<file path="src/rtl/fcu_credit_ctrl_if.sv">
// Bus between the switch allocator and the credit-based flow-control unit.
// Groups the request, grant, credit-return and status signals of all output ports.
interface fcu_credit_ctrl_if #(
  parameter int NUM_PORTS = 5,
  parameter int ADDR_W    = 3,
  parameter int CNT_W     = 3
);
  // No valid/ready pairing on this bus: every signal is a per-port level that
  // is sampled on each rising edge. A grant is accepted (consumes a credit and
  // raises valid_o one cycle later) only when the registered credit count of
  // that output is nonzero. A credit_en pulse is one returned slot.
  logic [NUM_PORTS-1:0]        req_valid_i;
  logic [NUM_PORTS*ADDR_W-1:0] req_port_addr_i;
  logic [NUM_PORTS-1:0]        granted_i;
  logic [NUM_PORTS-1:0]        credit_en_i;
  logic [NUM_PORTS-1:0]        grant_access_o;
  logic [NUM_PORTS-1:0]        valid_o;
  logic [NUM_PORTS*CNT_W-1:0]  credit_cnt_o;
  logic [NUM_PORTS-1:0]        credit_err_o;

  modport master (
    output req_valid_i, req_port_addr_i, granted_i, credit_en_i,
    input  grant_access_o, valid_o, credit_cnt_o, credit_err_o
  );

  modport slave (
    input  req_valid_i, req_port_addr_i, granted_i, credit_en_i,
    output grant_access_o, valid_o, credit_cnt_o, credit_err_o
  );
endinterface

</file>
<file path="src/rtl/fcu_credit_ctrl.sv">
// Credit-based flow control for the router output side: one saturating credit
// counter per output, grant qualification, registered flit-valid, sticky errors.
module fcu_credit_ctrl #(
  parameter int  NUM_PORTS = 5,
  parameter int  BUF_DEPTH = 4,
  parameter int  ADDR_W    = 3,
  localparam int CNT_W     = $clog2(BUF_DEPTH + 1)
) (
  input logic              clk,
  input logic              rst,
  fcu_credit_ctrl_if.slave bus
);
  localparam logic [CNT_W-1:0] CNT_MAX = CNT_W'(BUF_DEPTH);

  logic [NUM_PORTS-1:0][CNT_W-1:0] cnt_q, cnt_d;
  logic [NUM_PORTS-1:0]            valid_q, valid_d;
  logic [NUM_PORTS-1:0]            err_q, err_d;
  logic [NUM_PORTS-1:0]            req;
  logic [NUM_PORTS-1:0]            consume;
  logic [ADDR_W-1:0]               addr_f;

  // Addresses at or above NUM_PORTS never match a port index and drop out here.
  always_comb begin
    req    = '0;
    addr_f = '0;
    for (int i = 0; i < NUM_PORTS; i++) begin
      addr_f = bus.req_port_addr_i[i*ADDR_W +: ADDR_W];
      for (int p = 0; p < NUM_PORTS; p++) begin
        if (bus.req_valid_i[i] && (32'(addr_f) == 32'(p))) begin
          req[p] = 1'b1;
        end
      end
    end
  end

  always_comb begin
    cnt_d   = cnt_q;
    err_d   = err_q;
    consume = '0;
    for (int p = 0; p < NUM_PORTS; p++) begin
      consume[p] = bus.granted_i[p] && (cnt_q[p] != '0);
      if (bus.granted_i[p] && (cnt_q[p] == '0)) begin
        err_d[p] = 1'b1;
      end
      if (consume[p] && !bus.credit_en_i[p]) begin
        cnt_d[p] = cnt_q[p] - CNT_W'(1);
      end else if (bus.credit_en_i[p] && !consume[p]) begin
        // A return into a full counter is a downstream protocol error; hold.
        if (cnt_q[p] == CNT_MAX) begin
          err_d[p] = 1'b1;
        end else begin
          cnt_d[p] = cnt_q[p] + CNT_W'(1);
        end
      end
    end
    valid_d = consume;
  end

  always_ff @(posedge clk or negedge rst) begin
    if (!rst) begin
      cnt_q   <= {NUM_PORTS{CNT_MAX}};
      valid_q <= '0;
      err_q   <= '0;
    end else begin
      cnt_q   <= cnt_d;
      valid_q <= valid_d;
      err_q   <= err_d;
    end
  end

  always_comb begin
    bus.grant_access_o = '0;
    for (int p = 0; p < NUM_PORTS; p++) begin
      bus.grant_access_o[p] = req[p] && (cnt_q[p] != '0);
    end
  end

  assign bus.valid_o      = valid_q;
  assign bus.credit_cnt_o = cnt_q;
  assign bus.credit_err_o = err_q;
endmodule

</file>
<file path="src/flat_wrapper.sv">
// flat-port wrapper written by rule: the top's interface ports become plain ports
module fcu_credit_ctrl_flat 
#(
  parameter int  NUM_PORTS = 5,
  parameter int  BUF_DEPTH = 4,
  parameter int  ADDR_W    = 3,
  localparam int CNT_W     = $clog2(BUF_DEPTH + 1)
)
  (clk, rst, bus_req_valid_i, bus_req_port_addr_i, bus_granted_i, bus_credit_en_i, bus_grant_access_o, bus_valid_o, bus_credit_cnt_o, bus_credit_err_o);
  fcu_credit_ctrl_if #(.NUM_PORTS(NUM_PORTS), .ADDR_W(ADDR_W), .CNT_W((3))) bus_i ();
  input logic clk;
  input logic rst;
  input wire logic [$bits(bus_i.req_valid_i)-1:0] bus_req_valid_i;
  input wire logic [$bits(bus_i.req_port_addr_i)-1:0] bus_req_port_addr_i;
  input wire logic [$bits(bus_i.granted_i)-1:0] bus_granted_i;
  input wire logic [$bits(bus_i.credit_en_i)-1:0] bus_credit_en_i;
  output wire logic [$bits(bus_i.grant_access_o)-1:0] bus_grant_access_o;
  output wire logic [$bits(bus_i.valid_o)-1:0] bus_valid_o;
  output wire logic [$bits(bus_i.credit_cnt_o)-1:0] bus_credit_cnt_o;
  output wire logic [$bits(bus_i.credit_err_o)-1:0] bus_credit_err_o;
  assign bus_i.req_valid_i = bus_req_valid_i;
  assign bus_i.req_port_addr_i = bus_req_port_addr_i;
  assign bus_i.granted_i = bus_granted_i;
  assign bus_i.credit_en_i = bus_credit_en_i;
  assign bus_grant_access_o = bus_i.grant_access_o;
  assign bus_valid_o = bus_i.valid_o;
  assign bus_credit_cnt_o = bus_i.credit_cnt_o;
  assign bus_credit_err_o = bus_i.credit_err_o;
  fcu_credit_ctrl #(.NUM_PORTS(NUM_PORTS), .BUF_DEPTH(BUF_DEPTH), .ADDR_W(ADDR_W)) u_core (.clk(clk), .rst(rst), .bus(bus_i));
endmodule
</file>
<file path="config.mk">
export PLATFORM = sky130hd
export DESIGN_NAME = fcu_credit_ctrl_flat
export DESIGN_NICKNAME = d
export VERILOG_FILES = /design/src/rtl/fcu_credit_ctrl_if.sv /design/src/rtl/fcu_credit_ctrl.sv /design/src/flat_wrapper.sv
export SDC_FILE = /design/constraint.sdc
export NUM_CORES = 1
export LEC_CHECK = 0
export CAP_MARGIN = 10
export CORE_MARGIN = 2
export CORE_UTILIZATION = 46
export CTS_CLUSTER_DIAMETER = 30
export CTS_CLUSTER_SIZE = 28
export DETAILED_ROUTE_END_ITERATION = 7
export GPL_TIMING_DRIVEN = 0
export PLACE_DENSITY = 0.79
export SLEW_MARGIN = 0
export SYNTH_ARGS = -nofsm -noshare
export SYNTH_HDL_FRONTEND = slang
export SYNTH_SLANG_ARGS = --single-unit
</file>
<file path="constraint.sdc">
create_clock -name clk -period 3.1 [get_ports clk]
set_input_delay 0.775 -clock clk [delete_from_list [all_inputs] [get_ports clk]]
set_output_delay 0.775 -clock clk [all_outputs]
set_load 0.02 [all_outputs]
</file>
==> impl.org, run 1 <==
** Clocking
- TritonCTS built the clock tree.
- For this design, the CTS-stage hold fixing added 0 buffers.
- Later-pin clock latency in the skew report :: 0.27 ns
- Total of cells resized after clock tree synthesis :: 5
- Register clock-pin slew on the reported worst setup and hold paths :: 0.09 ns
- Clock tree synthesis selected as its root buffer the cell clkbuf_8.
- Clock buffer count from CTS :: 3
- In this run the number of H-tree levels came out at 1.
- The longest clock path from root to sink contains 2 buffers.
- Buffers added to address setup during post-CTS repair amount to 0.
- Clock tree synthesis found a total of 25 sinks.

** Cells and area
- For this run, the number of standard cells in the final layout without fillers is 300.
- After routing the design area is 2540 um2.
- The area growth from synthesis to layout is 41.0%.
- The net count of the finished layout is 305.
- ANT cells :: 0
- Measured on the finished design, the core utilization comes to 68.5%.
- The post-route netlist has 9.52% of its cells at a drive strength greater than 1.

** Job
- Across the run, the number of max-cap violations was 0.

** Critical path
- Worst-path fanout max :: 4
- Data on the critical path arrives at its endpoint at 2.24 ns.
- The setup path with the least slack is of type input port to output pin.
- The setup check on the worst reg-to-reg path leaves a slack of 0.38 ns.
- The worst setup path is captured at an output pin.
- Endpoint required time on the critical path :: 2.32 ns
- The worst setup path is launched from an input port.

** Power
- Combinational logic is responsible for 55.6% of the overall power.
- PD cells :: 758 nW/um2
- Cell internal power was estimated by the tool at 1.15 mW.
- Power dissipated by switching net loads :: 0.783 mW
- Net switching is 40.6% of the power.
- Power comes to 1.93 mW.
- The worst-case IR drop observed on VDD is 0.563 mV.
- Share of power burned in the clock network :: 10.2%
- Per report_power, the sequential group accounts for 34.2% of the total.
- The analysis attributes to cell leakage a power of 1.10 nW.

** Hold path
- The min-delay analysis places its worst path in the category flip-flop to flip-flop.

** Yosys
- When the netlist entered floorplanning its net count stood at 238.
- Synthesis inferred 25 register bits.
- The Yosys step of the flow raised 0 warnings.
- The synthesized netlist occupies a cell area of 1810 um2.
- Per-instance average area after synthesis :: 9.71 um2
- Cell variety after synth :: 34
- Sequential elements use 35.0% of the synthesized area.
- In the synthesized netlist, the number of instances is 186.

** GRT
- Entering global routing, the biggest net connects 26 pins.
- Vias in the first global route :: 1467
- Wire length of the first global-routing pass :: 6540 um
- Number of antenna violations at the first check in global routing :: 0
- The total overflow left after global routing is 0.
- Global routing used 19.0% of the available tracks across all layers.

** Die
- For this configuration, the core starts out at a cell density of 48.6%.
- Horizontal extent of the die :: 66.7 um
- Die span in y :: 66.7 um
- Area of the die :: 4440 um2
- In this run the count of I/O pins placed on the die edge is 62.
- Number of cell rows :: 22
- After floorplanning, the core was sized to cover 3720 um2.

** Timing
- After layout, the worst path uses 97.4% of the clock period.
- Final-layout setup total negative slack :: 0 ns
- Setup violations remaining at the end of the flow were counted as 0.
- Hold slack :: 0.486 ns
- The count of final max-slew check failures came to 0.
- Max-Slew Margin vs Limit :: 55.3%
- Final period demand of the worst path :: 3.02 ns
- At the pin with the least slew margin, the transition time is 0.669 ns.
- Maximum clock skew at final layout :: 0.00121 ns
- Based on the critical path, the design can be clocked at up to 331 MHz.
- Unrepaired setup endpoints after global routing :: no
- Hold Fails Final Rpt :: 0
- Once routing completed, OpenROAD measured the worst setup slack at 0.0800 ns.

** Route
- DRC viols :: 0
- Antenna Nets Post-Route :: 0
- Dividing the detail-routed wire length by the instance count gives 13.2 um.
- The first detailed-routing pass took 4 iterations.
- Dividing the detail-routed via count by the number of cells gives 5.27.
- Initial DRC Count :: 75
- After detailed routing, the total wire length is 3960 um.
- Total number of vias :: 1581

** Placement
- Placer's final routability congestion estimate :: 0.766
- In this run the tool buffered the top-level ports with 61 buffer cells.
- Worst slack at placement :: -0.236 ns
- After detailed placement, the total cell area comes to 2480 um2.
- Post-DP HPWL :: 3110 um
- Once placement completed, the tool counted placed cells totaling 295.

** Status
- Result of the run :: finished, final reports clean
worst max-delay path, cell delays in order:
cell and delay [ns]:
clkdlybuf4s50_1 0.47, nor2b_1 0.29, a32oi_1 0.17, a31oi_1 0.17, dlygate4sd2_1 0.37
final timing paths:
path / startpoint / endpoint / cells past startpoint
setup / recovery: bus_req_valid_i[3] / bus_grant_access_o[2] / 5
hold / removal: u_core.bus.credit_err_o[2] / u_core.bus.credit_err_o[2] / 1
setup reg to reg: u_core.bus.credit_cnt_o[9] / u_core.bus.credit_cnt_o[11] / 9
hold reg to reg: u_core.bus.credit_err_o[2] / u_core.bus.credit_err_o[2] / 1
max in group asynchronous: rst / u_core.bus.credit_cnt_o[2] / 2
min in group asynchronous: rst / u_core.bus.credit_err_o[1] / 1
state kept, by name, indices dropped and copies added, names as in the netlist:
name / cells
u_core.bus.credit_cnt_o: 15
u_core.bus.credit_err_o: 5
u_core.bus.valid_o: 5
layout make-up:
class / instances / area (um2)
well taps: 48 / 60.1
multi-input cells: 146 / 1130
repair buffers: 62 / 617
fillers: 314 / 1170
clock buffers: 4 / 45.0
flip-flops and latches: 25 / 632
inverters: 15 / 56.3
cell families after synthesis:
logic type,count (synthesis),share of synthesized area (%)
AO/OA/AOI/OAI,45,16.9
XOR/XNOR,5,2.43
adder cells (fa/ha/maj),20,13.9
buffers and inverters,15,3.12
flip-flops,25,35.0
multiplexers,9,5.34
AND/OR/NAND/NOR,67,23.4
power groups by stage:
stage,logic [mW],registers [mW],clock network (mW)
finish,1.07,0.660,0.197
CTS,1.08,0.658,0.205
floorplan,0.540,0.778,0
detailed placement,1.09,0.664,0
global placement,1.07,0.661,0
global route,1.19,0.685,0.221
synth_stat cells (all sizes together):
cell | instances | area [um2]
a21o | 6 | 45.0
a21oi | 6 | 33.8
a22oi | 1 | 7.51
a31oi | 9 | 56.3
a32oi | 4 | 35.0
and2 | 2 | 12.5
and4b | 1 | 10.0
dfrtp | 20 | 500
dfstp | 5 | 131
ha | 20 | 250
inv | 15 | 56.3
mux2 | 5 | 56.3
mux2i | 4 | 40.0
nand2 | 1 | 3.75
nand2b | 5 | 31.3
nand3 | 1 | 5.00
nand3b | 4 | 30.0
nor2 | 14 | 52.6
nor2b | 9 | 56.3
nor3 | 6 | 30.0
nor3b | 10 | 75.1
nor4b | 1 | 8.76
nor4bb | 3 | 30.0
o21ai | 9 | 45.0
o21bai | 4 | 30.0
o22a | 5 | 45.0
o31ai | 1 | 7.51
or2 | 4 | 25.0
or2b | 1 | 7.51
or3b | 5 | 43.8
xor2 | 5 | 43.8
routing by layer:
layer | vias to the layer above | part of all wire, % | GRT usage, % | routed length [um]
met4 | 0 | 0.91 | 4.59 | 36
met1 | 729 | 48 | 25.1 | 1910
li1 | 808 | - | - | -
met5 | - | 0 | 0 | 0
met2 | 39 | 46 | 32.1 | 1840
met3 | 5 | 4.6 | 3.21 | 181
cell usage in the layout (no fill, tap or decap), types with 2 or more instances in the layout:
cell / instances
clkdlybuf4s50_1: 56
ha_1: 20
dfrtp_1: 20
inv_1: 15
nor2_1: 14
nor3b_1: 10
o21ai_0: 9
a31oi_1: 9
nor2b_1: 7
nor3_1: 6
a21o_1: 6
xor2_1: 5
nand2b_1: 5
a21oi_1: 5
or3b_1: 5
dfstp_2: 5
or2_2: 4
nand3b_1: 4
a32oi_1: 4
mux2i_1: 4
o21bai_1: 4
mux2_2: 4
o22a_1: 4
clkbuf_8: 3
dlygate4sd2_1: 3
nor2b_2: 2
nor4bb_1: 2
and2_1: 2
Power figures use the tool's default switching activity.
==> run 2: changes to the inputs <==
CORE_UTILIZATION = 40   (was 46)
PLACE_DENSITY = 0.7   (was 0.79)
==> run 2 against run 1 <==
Core utilization decreased by 10 points. Global-route usage is 2.3 points lower. Critical path depth stayed put. Wire length rose by 2.9%. Count of clock-buffer cells in the layout is the same. Setup slack improved by 0.033 ns. Register-to-register slack barely moved. Clock skew rose by 0.0060 ns. Sequential power is 0.8% lower. Final cell count grew 1.3%. Die area rose by 14%. Critical endpoint is now bus_grant_access_o[1]. Largest power group unchanged. Highest routed layer unchanged.
==> impl.org, run 2 (synthesis results as in run 1) <==
** Power
- Overall power consumption :: 1.93 mW
- VDD sags by at most 0.389 mV.
- Leakage power :: 1.09 nW
- PD cells :: 760 nW/um2

** Critical path
- Endpoint required time on the critical path :: 2.32 ns
- Category of the worst setup path capture point :: output pin
- Setup slack on the worst flop-to-flop path :: 0.38 ns
- Type of the worst setup path :: input port to output pin
- STA classifies the critical path startpoint as an input port.
- The worst register-to-register path has a depth of 9.
- Arrival time reported for the critical path endpoint :: 2.21 ns
- In this run the worst path has a maximum fanout of 5.

** GRT
- Vias in the first global route :: 1457
- The first global-routing pass estimated 6820 um of wire.
- The number of antenna violations at the first check in global routing was 0.
- For this run, the total global-route usage over all layers was measured as 16.6%.
- Leftover overflow at the end of global routing :: 0
- Maximum number of pins on one net before global-route repair :: 26

** Clocking
- TritonCTS built the clock tree.
- Clock-pin slew was measured on the worst setup and hold paths at 0.08 ns.
- Hold-fix buffers at CTS :: 0
- CTS built an H-tree with a depth of 1.
- No sink is reached through more buffers than the 2 on the longest clock path.
- Clock root buffer :: clkbuf_8
- Number of clock sinks :: 25
- Clock buffer count from CTS :: 3
- Later-pin clock latency in the skew report :: 0.27 ns

** Timing
- For the pin with the worst max-slew slack, the measured transition is 0.642 ns.
- Hold Fails Final Rpt :: 0
- Setup violations remaining at the end of the flow were counted as 0.
- Timing would allow up to 335 MHz.
- Subtracting the final worst setup slack from the clock period gives 2.99 ns.
- Max-Slew Margin vs Limit :: 57.1%
- Unrepaired setup endpoints after global routing :: no
- In the finished design, the share of the clock period the worst path needs comes to 96.4%.
- The count of final max-slew check failures is 0.
- Maximum clock skew at final layout :: 0.00721 ns

** Route
- After detailed routing, the number of vias per cell comes to 5.13.
- In this run the remaining antenna-violating nets after routing total 0.
- Total number of vias :: 1559
- Wirelength per Cell :: 13.4 um
- For this run, design rule violations remaining after detail routing come to 0.
- Before antenna repair, the detailed router went through 4 iterations.
- Final wirelength :: 4070 um
- The detailed router finished its first iteration with 55 violations.

** Die
- Pin placement for this block handled 62 I/O pins.
- Initial standard-cell utilization of the core :: 41.5%
- The die is 71.2 um tall.
- After floorplanning, the core was divided into 24 placement rows.
- Area of the die :: 5070 um2
- Core footprint :: 4350 um2
- Horizontal extent of the die :: 71.2 um

** Status
- Result of the run :: finished, final reports clean

** Hold path
- Class of the tightest hold or removal check :: flip-flop to flip-flop
- Along the worst hold path, the cell count comes to 1.

** Cells and area
- Fraction of final layout cells sized beyond drive strength 1 :: 8.73%
- Area delta synth->final :: 40.5%
- Number of standard cells in the final layout excluding fillers :: 304
- The top cell types in the final layout, fill and taps aside, are clkdlybuf4s50_1, ha_1, dfrtp_1, inv_1, nor2_1.
- The repair_antennas step left the layout with diodes totalling 0.
- Max reg flops :: 15
- At the end of the flow, the number of nets in the layout was 305.
- Filler cells :: 411
- Most common cell after layout, fill and taps aside :: clkdlybuf4s50_1

** Placement
- Number of I/O port buffers :: 61
- The number of placed instances, taps included, is 299.
- Routability-driven placement finished with a final weighted congestion of 0.741.
- Post-DP HPWL :: 3210 um

** Job
- Across the run, the number of max-cap violations was 0.
==> run 2: changes by cell type in the layout (fill, tap and decap cells not counted) <==
| cell | delta |
|---|---|
| nor4b_1 | +1 |
| nor4b_2 | -1 |
| nor4bb_1 | +1 |
| nor4bb_2 | -1 |
==> run 2: area by class of cell <==
class	instances	area, um2	area share [%]
clock buffer	4	45.0	1.78
inverter	15	56.3	2.22
multi-input combinational	146	1120	44.2
sequential	25	632	24.9
tap	52	65.1	2.56
timing repair buffer	62	617	24.3
==> run 2: final timing paths <==
check | from | endpoint
max in group asynchronous | rst | u_core.bus.credit_cnt_o[8]
min | u_core.bus.credit_err_o[2] | u_core.bus.credit_err_o[2]
min reg2reg | u_core.bus.credit_err_o[2] | u_core.bus.credit_err_o[2]
max | bus_req_valid_i[4] | bus_grant_access_o[1]
min in group asynchronous | rst | u_core.bus.credit_cnt_o[3]
max reg2reg | u_core.bus.credit_cnt_o[0] | u_core.bus.credit_cnt_o[2]
==> run 2: report_power, final <==
group | switching (mW) | leakage, nW | internal, mW
combinational | 0.499 | 0.798 | 0.579
clock | 0.105 | 0.0228 | 0.0920
sequential | 0.179 | 0.274 | 0.476
total | 0.782 | 1.09 | 1.15
==> run 2: what timing repair did <==
action / in CTS / in global routing
buffers inserted: 0 / 0
endpoints found under the hold margin: 0 / 0
endpoints found under the setup margin: 5 / 2
gates resized for setup: 6 / 5
gates cloned: 0 / 0
==> run 2: critical path, stage by stage <==
cell             delay [ns]
clkdlybuf4s50_1        0.51
nor4bb_1               0.32
a31oi_1                0.08
a31oi_1                0.16
dlygate4sd2_1          0.36
==> run 2: through the flow <==
step | utilization [%] | TNS, ns | cell area, um2 | worst slack [ns] | hold WS [ns]
finish | 58.3 | 0 | 2540 | 0.113 | 0.467
global route | 58.3 | 0 | 2540 | 0.00671 | 0.477
CTS | 57.9 | 0 | 2520 | 0.0640 | 0.469
detailed placement | 57.0 | -0.942 | 2480 | -0.201 | 0.448
global placement | 57.0 | -0.877 | 2480 | -0.211 | 0.458
floorplan | - | 0 | 1810 | 0.527 | 0.479
==> run 2: routing by layer <==
layer  global-route usage, %  vias to the layer above  part of all wire, %
met2                    27.6                       38                   49
met1                    21.8                      714                   44
met5                       0                        -                    0
li1                        -                      805                    -
met4                    2.94                        0                 0.42
met3                    4.84                        2                  6.6
